$ cat config.mk
export PLATFORM = sky130hd
export DESIGN_NAME = fetch_prefetch_buffer
export DESIGN_NICKNAME = d
export VERILOG_FILES = /design/src/rtl/riscv_pkg.sv /design/src/rtl/prefetch_fifo.sv /design/src/rtl/fetch_prefetch_buffer.sv
export SDC_FILE = /design/constraint.sdc
export NUM_CORES = 1
export LEC_CHECK = 0
export CORE_MARGIN = 4
export CORE_UTILIZATION = 56
export DETAILED_ROUTE_END_ITERATION = 10
export PLACE_DENSITY = 0.88
export SETUP_SLACK_MARGIN = 0.15
export SYNTH_ARGS = -nofsm -noshare
export SYNTH_HDL_FRONTEND = slang
export SYNTH_SLANG_ARGS = --single-unit
export TNS_END_PERCENT = 10
$ cat constraint.sdc
create_clock -name clk -period 3.55 [get_ports clk]
set_clock_uncertainty 0.05 [all_clocks]
set_input_delay 0.355 -clock clk [delete_from_list [all_inputs] [get_ports clk]]
set_output_delay 0.355 -clock clk [all_outputs]
set_load 0.01 [all_outputs]
$ cat src/rtl/riscv_pkg.sv
// rtl/riscv_pkg.sv - shared fetch-side constants, state encoding and PC helper
package riscv_pkg;

    localparam int XLEN = 32;
    localparam logic [XLEN-1:0] RESET_PC_DEFAULT = 32'h0000_0000;
    localparam logic [XLEN-1:0] INSTR_BYTES = 32'd4;

    typedef enum logic {
        RUN   = 1'b0,
        DRAIN = 1'b1
    } fetchState_e;

    function automatic logic [XLEN-1:0] nextPc(input logic [XLEN-1:0] pc);
        return pc + INSTR_BYTES;
    endfunction

endpackage

$ cat src/rtl/prefetch_fifo.sv
// rtl/prefetch_fifo.sv - synchronous DEPTH-entry FIFO of {pc, instr} words with flush
module prefetch_fifo #(
    parameter int DEPTH = 4,
    parameter int WIDTH = 64,
    localparam int PTRW = $clog2(DEPTH),
    localparam int CNTW = $clog2(DEPTH) + 1
) (
    input  logic             clk,
    input  logic             rst,
    input  logic             clear,
    input  logic             push,
    input  logic [WIDTH-1:0] pushData,
    input  logic             pop,
    output logic [WIDTH-1:0] headData,
    output logic [CNTW-1:0]  count
);

    localparam logic [CNTW-1:0] FULL = CNTW'(DEPTH);

    logic [WIDTH-1:0] mem [DEPTH];
    logic [PTRW-1:0]  wrPtr;
    logic [PTRW-1:0]  rdPtr;
    logic             doPush;
    logic             doPop;

    assign doPush   = push && (count != FULL);
    assign doPop    = pop && (count != '0);
    assign headData = mem[rdPtr];

    // Storage carries no reset; the count alone says which entries are live.
    always_ff @(posedge clk) begin
        if (doPush && !clear && !rst) begin
            mem[wrPtr] <= pushData;
        end
    end

    always_ff @(posedge clk) begin
        if (rst || clear) begin
            wrPtr <= '0;
            rdPtr <= '0;
            count <= '0;
        end else begin
            if (doPush) begin
                wrPtr <= wrPtr + 1'b1;
            end
            if (doPop) begin
                rdPtr <= rdPtr + 1'b1;
            end
            case ({doPush, doPop})
                2'b10:   count <= count + 1'b1;
                2'b01:   count <= count - 1'b1;
                default: count <= count;
            endcase
        end
    end

endmodule

$ cat src/rtl/fetch_prefetch_buffer.sv
// rtl/fetch_prefetch_buffer.sv - instruction prefetch buffer with redirect flush and stale-response drain
module fetch_prefetch_buffer
    import riscv_pkg::*;
#(
    parameter int DEPTH = 4,
    parameter logic [XLEN-1:0] RESET_PC = RESET_PC_DEFAULT
) (
    input  logic            clk,
    input  logic            rst,
    input  logic            redirect,
    input  logic [XLEN-1:0] redirect_pc,
    output logic            mem_req_valid,
    input  logic            mem_req_ready,
    output logic [XLEN-1:0] mem_req_addr,
    input  logic            mem_rsp_valid,
    input  logic [XLEN-1:0] mem_rsp_data,
    output logic            instr_valid,
    output logic [XLEN-1:0] instr,
    output logic [XLEN-1:0] instr_pc,
    input  logic            instr_ready
);

    localparam int CNTW = $clog2(DEPTH) + 1;
    localparam logic [CNTW:0]   DEPTH_W = (CNTW + 1)'(DEPTH);
    localparam logic [CNTW-1:0] ONE     = CNTW'(1);

    logic [XLEN-1:0]   fetchPc;
    logic [XLEN-1:0]   rspPc;
    logic [CNTW-1:0]   outstanding;
    logic [CNTW-1:0]   discard;
    logic [CNTW-1:0]   discardLoad;
    logic [CNTW-1:0]   fifoCount;
    logic [CNTW:0]     inFlight;
    logic [2*XLEN-1:0] headData;
    logic              reqFire;
    logic              rspPush;
    logic              rspDrop;
    logic              popFire;
    logic              fifoEmpty;
    fetchState_e       state;
    fetchState_e       stateNext;

    // Buffered plus requested words never exceed DEPTH, so a push always has room.
    assign inFlight      = {1'b0, fifoCount} + {1'b0, outstanding};
    assign mem_req_valid = !rst && !redirect && (inFlight < DEPTH_W);
    assign mem_req_addr  = fetchPc;
    assign reqFire       = mem_req_valid && mem_req_ready;

    assign discardLoad = outstanding - {{(CNTW-1){1'b0}}, mem_rsp_valid};
    assign rspPush     = mem_rsp_valid && !redirect && (discard == '0);
    assign rspDrop     = mem_rsp_valid && !redirect && (discard != '0);

    assign fifoEmpty   = (fifoCount == '0);
    assign instr_valid = !rst && !redirect && !fifoEmpty;
    assign popFire     = instr_valid && instr_ready;
    assign instr       = (rst || fifoEmpty) ? '0 : headData[XLEN-1:0];
    assign instr_pc    = (rst || fifoEmpty) ? '0 : headData[2*XLEN-1:XLEN];

    prefetch_fifo #(
        .DEPTH (DEPTH),
        .WIDTH (2 * XLEN)
    ) u_fifo (
        .clk      (clk),
        .rst      (rst),
        .clear    (redirect),
        .push     (rspPush),
        .pushData ({rspPc, mem_rsp_data}),
        .pop      (popFire),
        .headData (headData),
        .count    (fifoCount)
    );

    // A redirect blocks new requests, so outstanding only loses a same-cycle response.
    always_ff @(posedge clk) begin
        if (rst) begin
            fetchPc     <= RESET_PC;
            rspPc       <= RESET_PC;
            outstanding <= '0;
            discard     <= '0;
        end else if (redirect) begin
            fetchPc     <= redirect_pc;
            rspPc       <= redirect_pc;
            outstanding <= discardLoad;
            discard     <= discardLoad;
        end else begin
            if (reqFire) begin
                fetchPc <= nextPc(fetchPc);
            end
            if (rspPush) begin
                rspPc <= nextPc(rspPc);
            end
            if (rspDrop) begin
                discard <= discard - 1'b1;
            end
            case ({reqFire, mem_rsp_valid})
                2'b10:   outstanding <= outstanding + 1'b1;
                2'b01:   outstanding <= outstanding - 1'b1;
                default: outstanding <= outstanding;
            endcase
        end
    end

    always_ff @(posedge clk) begin
        if (rst) begin
            state <= RUN;
        end else begin
            state <= stateNext;
        end
    end

    always_comb begin
        stateNext = state;
        if (redirect) begin
            stateNext = (discardLoad != '0) ? DRAIN : RUN;
        end else begin
            case (state)
                RUN:     stateNext = RUN;
                DRAIN:   if (mem_rsp_valid && (discard == ONE)) stateNext = RUN;
                default: stateNext = RUN;
            endcase
        end
    end

endmodule
# Word level (Yosys, flattened, before mapping)
# Memory sizes are Yosys's and may differ from the RTL's. A register that Yosys moved wholly into a read port is not among the register bits.
# Cells that the tools add are included.
# word_totals
out_inout_bits	98
mem_bits_rw	256
ff_bits	77
n_memories	1
input_bits	70
# classes
addsub	11
n_reduce_logical	26
n_eq_ne	5
muxes	15
n_lt_le_gt_ge	1
# mem_list
memory	words	word_bits	read_ports	rd_clocked_by_memory_dff	wr	line	source
u_fifo.mem	4	64	1	1	1	prefetch_fifo.sv:20	logic [WIDTH-1:0] mem [DEPTH];
# ops
op	count
$mux W32	6
$add A32 B3 Y32 const B	2
$logic_and A1 B1 Y1	12
$pmux W3 S2	2
$mux W3	3
$reduce_bool A3 Y1	3
$sub A3 B1 Y3 const B	3
$reduce_bool A2 Y1	4
$add A3 B1 Y3 const B	2
$logic_not A3 Y1	2
$add A2 B1 Y2 const B	2
$add A3 B3 Y4	1
$eq A2 B1 Y1 const B	2
$eq A2 B2 Y1 const B	2
$lt A4 B3 Y1 const B	1
$mux W2	2
$logic_not A1 Y1	3
$ne A3 B3 Y1 const B	1
$sub A3 B1 Y3	1
$logic_or A1 B1 Y1	2
$mux W1	2

# Longest topological paths before layout
# Gate-level depths: netlist of run 1.
# logic_depth
word_depth	8
mapped_depth	11

# By module
# Synthesis of run 1 repeated with hierarchy kept, for this count alone.
# unflattened
hier_cells	943
area_unflattened_um2	14088.5
# modules_own_cells
module	cells_per_inst	n_inst	area_per_inst_um2	seq_area_each_um2
prefetch_fifo	385	1	9719.3	7867.5
fetch_prefetch_buffer	558	1	4369.2	1401.3

# Worst setup path after synthesis of run 1
# No wires, ideal clock.
# synth_timing
kind	register to register
start	register discard[0]
end	memory u_fifo.mem[0][0], enable pin
path_slack_ns	0.332
arrival_time_ns	2.739
stages_incl_launch_ff	6
setup_ns	0.429
path_cell_list	dfxtp_1 > inv_1 > ha_1 > nand4bb_1 > a21oi_1 > and3_1
# synth_via
elab_chain_len	7
# synth_lines
element	line	source
start: declaration	fetch_prefetch_buffer.sv:30	logic [CNTW-1:0] discard;
start signal: assignment	fetch_prefetch_buffer.sv:84	discard <= discardLoad;
start signal: assignment	fetch_prefetch_buffer.sv:93	discard <= discard - 1'b1;
$logic_not A3 Y1	fetch_prefetch_buffer.sv:50	assign rspPush = mem_rsp_valid && !redirect && (discard == '0);
$logic_and A1 B1 Y1	fetch_prefetch_buffer.sv:50	
$logic_and A1 B1 Y1	prefetch_fifo.sv:26	assign doPush = push && (count != FULL);
$logic_and A1 B1 Y1 (2 in a row)	prefetch_fifo.sv:32	if (doPush && !clear && !rst) begin
$mux W1	prefetch_fifo.sv:32	
$mux W1 (implied by the code)	prefetch_fifo.sv:33	mem[wrPtr] <= pushData;
end: declaration	prefetch_fifo.sv:20	
# Every way passes these cells.

==> results.json, run 1 <==
{
  "clockBufferDepth": 3,
  "ant_nets": 0,
  "clk_latency_ns": 0.55,
  "fin_crit_ns": 3.13,
  "crit_slowest_cell": "mux4_2",
  "min_from": "redirect_pc[1]",
  "area_growth_pct": 22.3,
  "vdd_ir_drop_max_mv": 0.311,
  "grt_setup_unrepaired": "no",
  "cts_tree": "yes",
  "drt_pre_antenna_iters": 5,
  "fp.dieW_um": 166,
  "layout_common_cells": "edfxtp_1 (256), clkdlybuf4s50_1 (166), dfxtp_1 (77)",
  "drc": 0,
  "cts.sinks": 335,
  "r2r-start": "u_fifo.count[1]$_SDFFE_PP0P_",
  "dpl_cell_area_um2": 16100,
  "num-fill-cells": 1539,
  "hold_viol_final": 0,
  "max_stage_delay_ns": 0.57,
  "n_antenna_cell": 0,
  "stdcell_count": 1457,
  "fmax_ghz": 0.319,
  "ys_warn_count": 0,
  "globalplace.congestion": 0.891,
  "async_flop_share_pct": 0,
  "hold_class": "primary input to flop",
  "via_per_inst": 6.07,
  "hold_slack_ns": 0.356,
  "power_density_nw_per_um2": 479,
  "cp_data_arrival_time_ns": 2.73,
  "max-slew-margin-rel_pct": 43.1,
  "worst-path-max-fanout": 37,
  "p_total_mw": 8.19,
  "post_drt_wl_per_cell_um": 21.0,
  "status": "complete, no violations",
  "seq_area_um2": 9270,
  "synth_edf_count": 256,
  "antenna_found_initial": 1,
  "synth_cells": 942,
  "nNetsFinal": 1194,
  "required_ns": 3.14,
  "tightest_slew_ns": 0.850,
  "post-dp-hpwl_um": 19300,
  "grt_use_total_pct": 22.0,
  "ys_seq_area_share_pct": 66.3,
  "synth_area_um2": 14000,
  "initial_utilization_pct": 57.2,
  "coreArea_um2": 24500,
  "layout_commonest_cell": "edfxtp_1",
  "leakagePower_nw": 5.35,
  "multi_input_area_um2": 4430,
  "gr-total-overflow": 0,
  "die_area_um2": 27600,
  "wl_um": 30700,
  "ys_types": 57,
  "crit_type": "flop to primary output",
  "die_y_um": 166,
  "syn_nets": 1027,
  "timing.setup.tns_ns": 0,
  "portBuffers": 167,
  "cap_viol_max_count": 0,
  "cts_made_buffers": 31,
  "grt_pass1_vias": 8640,
  "worst_slack_ns": 0.420,
  "design_area_um2": 17100,
  "synth_ff_type": "edfxtp_1",
  "postSynthAreaPerCell_um2": 14.8,
  "cts_max_level": 1,
  "period_share_pct": 88.2,
  "cts-root-buf": "clkbuf_16",
  "grt_max_degree": 65,
  "report.final.slew_viol_count": 0,
  "cp-start-kind": "flop",
  "floorplan.rows": 57,
  "setup_viol": 0,
  "dr_total_vias": 8851,
  "fin_util_pct": 69.9,
  "postCtsSetupBuffers": 0,
  "layout-drive-gt1-share_pct": 12.6,
  "drt_first_iter_violations": 817,
  "ys_ff_latch": 335,
  "grt_pass1_wl_um": 48800,
  "cp-end-kind": "primary output",
  "pin_count": 168,
  "path_cells": "buf_12, mux4_2, nor2b_1, clkdlybuf4s50_1",
  "pre_cts_ws_ns": 0.674,
  "path_clk_slew_ns": 0.06,
  "place_inst": 1400
}
==> path summary, 6_finish.rpt <==
kind / cells past startpoint / to / slack (ns)
max: 4 / instr[16] / 0.42
min: 3 / rspPc[1]$_SDFFE_PP0P_ / 0.36
max reg2reg: 9 / outstanding[2]$_SDFFE_PP0P_ / 0.92
min reg2reg: 2 / mem_req_addr[0]$_SDFFE_PP0P_ / 0.42
==> registers in the layout, indices dropped and copies added (netlist names), named ones only <==
signal,count
u_fifo.rdPtr,2
u_fifo.count,3
mem_req_addr,32
discard,3
rspPc,32
u_fifo.wrPtr,2
u_fifo.mem,256
outstanding,3
==> cells by family after synthesis <==
group,synth area share (%)
AND/OR/NAND/NOR,10.9
flip-flops,66.3
XOR/XNOR,2.57
adder cells (fa/ha/maj),1.45
AO/OA/AOI/OAI,6.05
multiplexers,10.7
buffers and inverters,2.08
==> where the power goes <==
part | internal, mW | switching (mW) | leakage [nW]
clock | 1.94 | 1.35 | 0.496
combinational | 0.253 | 0.239 | 1.88
sequential | 4.31 | 0.103 | 2.98
total | 6.50 | 1.69 | 5.35
==> critical path, delay by kind of cell, from the launching register on <==
kind          cells  cell delay, ns
flops             1            0.54
mux               1            0.57
simple gates      1            0.18
buf+inv           2            0.87
==> per-layer routing <==
metal	wire [um]	track usage (%)	vias up
li1	-	-	3973
met3	2520	3.76	44
met5	13	0	-
met4	513	4.45	2
met1	12900	32.4	4368
met2	14700	35.3	464
==> cells in the mapped netlist, drive strengths merged, types with 16 or more instances <==
master    n  area [um2]
a21oi    32         160
a31oi    16         100
clkbuf   39         146
dfxtp    79        1580
edfxtp  256        7690
inv      21        78.8
mux4     64        1440
nand2    61         229
nand3    24         120
nand4    20         125
nor2     37         141
nor2b    64         400
o21ai    17        85.1
xnor2    29         254
==> area by class of cell <==
type	instances	area share [%]
Multi-Input combinational cell	533	25.9
Clock inverter	9	0.556
Tap cell	324	2.37
Sequential cell	335	54.2
Timing Repair Buffer	187	11.1
Inverter	21	0.461
Clock buffer	48	5.45
==> timing repair <==
action | in CTS | in global routing
gates resized for setup | 1 | 0
hold buffers | 0 | 0
setup endpoints to repair | 20 | 0
endpoints found under the hold margin | 0 | 0
(Power assumes the default switching activity.)
==> inputs of run 2 (changes only) <==
- CORE_ASPECT_RATIO: unset -> 0.6
==> results.json, run 2 (synthesis gave the netlist of run 1 again) <==
{
  "ant_nets": 0,
  "crit_type": "flop to primary output",
  "multi_input_area_um2": 4430,
  "share_comb_of_total_power_pct": 6.2,
  "drt_pre_antenna_iters": 6,
  "drc": 0,
  "hold_viol_final": 0,
  "floorplan.rows": 44,
  "globalplace.congestion": 0.938,
  "die_area_um2": 27700,
  "fmax_ghz": 0.320,
  "grt_setup_unrepaired": "no",
  "area_growth_pct": 21.6,
  "initial_utilization_pct": 57.3,
  "status": "complete, no violations",
  "portBuffers": 167,
  "clk_latency_ns": 0.54,
  "hold_class": "primary input to flop",
  "dr_total_vias": 8877,
  "grt_max_degree": 65,
  "via_per_inst": 6.12,
  "clockBufferDepth": 3,
  "n_antenna_cell": 0,
  "leakagePower_nw": 5.31,
  "power_switching_mw": 1.69,
  "p_clk_share_pct": 38.4,
  "cp-start-kind": "flop",
  "postCtsSetupBuffers": 0,
  "num-fill-cells": 1540,
  "grt_pass1_vias": 8535,
  "drt_first_iter_violations": 993,
  "period_share_pct": 88.1,
  "p_total_mw": 7.96,
  "cp-end-kind": "primary output",
  "antenna_found_initial": 0,
  "layout_common_cells": "edfxtp_1 (256), clkdlybuf4s50_1 (165), dfxtp_1 (77)",
  "pre_cts_ws_ns": 0.658,
  "post_drt_wl_per_cell_um": 22.2,
  "timing.setup.tns_ns": 0,
  "coreArea_um2": 24400,
  "worst-path-max-fanout": 27,
  "grt_use_total_pct": 23.0,
  "gr-total-overflow": 0,
  "cts_tree": "yes",
  "use_met3_pct": 5.30,
  "cts_made_buffers": 29,
  "required_ns": 3.14,
  "max-slew-margin-rel_pct": 41.7,
  "hold_slack_ns": 0.0495,
  "layout_commonest_cell": "edfxtp_1",
  "p_int_mw": 6.27,
  "setup_viol": 0,
  "grt_pass1_wl_um": 49600,
  "cts_max_level": 1,
  "seqPwrFrac_pct": 55.4,
  "cap_viol_max_count": 0,
  "dpl_cell_area_um2": 16100,
  "nNetsFinal": 1192,
  "wl_um": 32300,
  "power_density_nw_per_um2": 468,
  "path_clk_slew_ns": 0.06,
  "layout-drive-gt1-share_pct": 12.3,
  "busiest_layer": "met2",
  "cts.sinks": 335,
  "report.final.slew_viol_count": 0,
  "hold_buffers": 0,
  "grt.met2_usage_pct": 35.5,
  "vdd_ir_drop_max_mv": 0.380,
  "cp_data_arrival_time_ns": 2.72,
  "pin_count": 168,
  "design_area_um2": 17000,
  "largest_reg_flops": 256,
  "cts-root-buf": "clkbuf_16",
  "die_y_um": 130,
  "grt_use_met1_pct": 34.7,
  "fp.dieW_um": 212,
  "swShare_pct": 21.2,
  "post-dp-hpwl_um": 20400,
  "top_register": "u_fifo.mem",
  "ctsResizeCount": 0,
  "fin_util_pct": 69.7,
  "seq_area_um2": 9270,
  "stdcell_count": 1451,
  "fin_crit_ns": 3.13,
  "worst_slack_ns": 0.421,
  "place_inst": 1398,
  "tightest_slew_ns": 0.872
}
run 2: changes by cell type in the layout (fill, tap and decap cells not counted), moves of 2 or more:
cell       previous run  this run
clkinv_1              3         9
clkbuf_1             10         5
clkbuf_8              5         0
clkbuf_16            33        29
clkinv_2              1         4
buf_12                6         8
buf_4                14        12
run 2: cell type report:
class	count	area share [%]
flip-flops and latches	335	54.5
multi-input cells	533	26.1
repair buffers	187	11.2
clock buffers	34	4.38
well taps	322	2.37
clock inverters	19	0.971
inverters	21	0.463
run 2: final timing paths:
check	end	start	cells past startpoint	slack [ns]
worst max-delay path	instr_pc[11]	flop	4	0.42
worst min register to register	mem_req_addr[1]$_SDFFE_PP0P_	mem_req_addr[1]$_SDFFE_PP0P_	2	0.41
worst min-delay path	mem_req_addr[1]$_SDFFE_PP0P_	rst	2	0.05
worst max register to register	mem_req_addr[27]$_SDFFE_PP0N_	u_fifo.count[2]$_SDFFE_PP0P_	6	0.79
run 2: worst max-delay path, cell delays in order, from the launching register on:
cell and delay (ns):
dfxtp_4 0.62, buf_12 0.30, mux4_2 0.59, nor2b_1 0.16
clkdlybuf4s50_1 0.50
run 2: power by group through the flow:
stage | clock [mW] | combinational [mW] | sequential, mW
4_1_cts | 3.09 | 0.492 | 4.41
3_5_place_dp | 0 | 0.485 | 4.49
3_3_place_gp | 0 | 0.474 | 4.48
2_1_floorplan | 0 | 0.245 | 4.47
5_1_grt | 3.28 | 0.534 | 4.42
6_report | 3.05 | 0.492 | 4.41
run 2: routing by layer:
layer  vias to the layer above  wire length [um]
met5                         -                 0
met2                       456             15000
met1                      4403             13900
met4                         0               508
met3                        63              2920
li1                       3955                 -
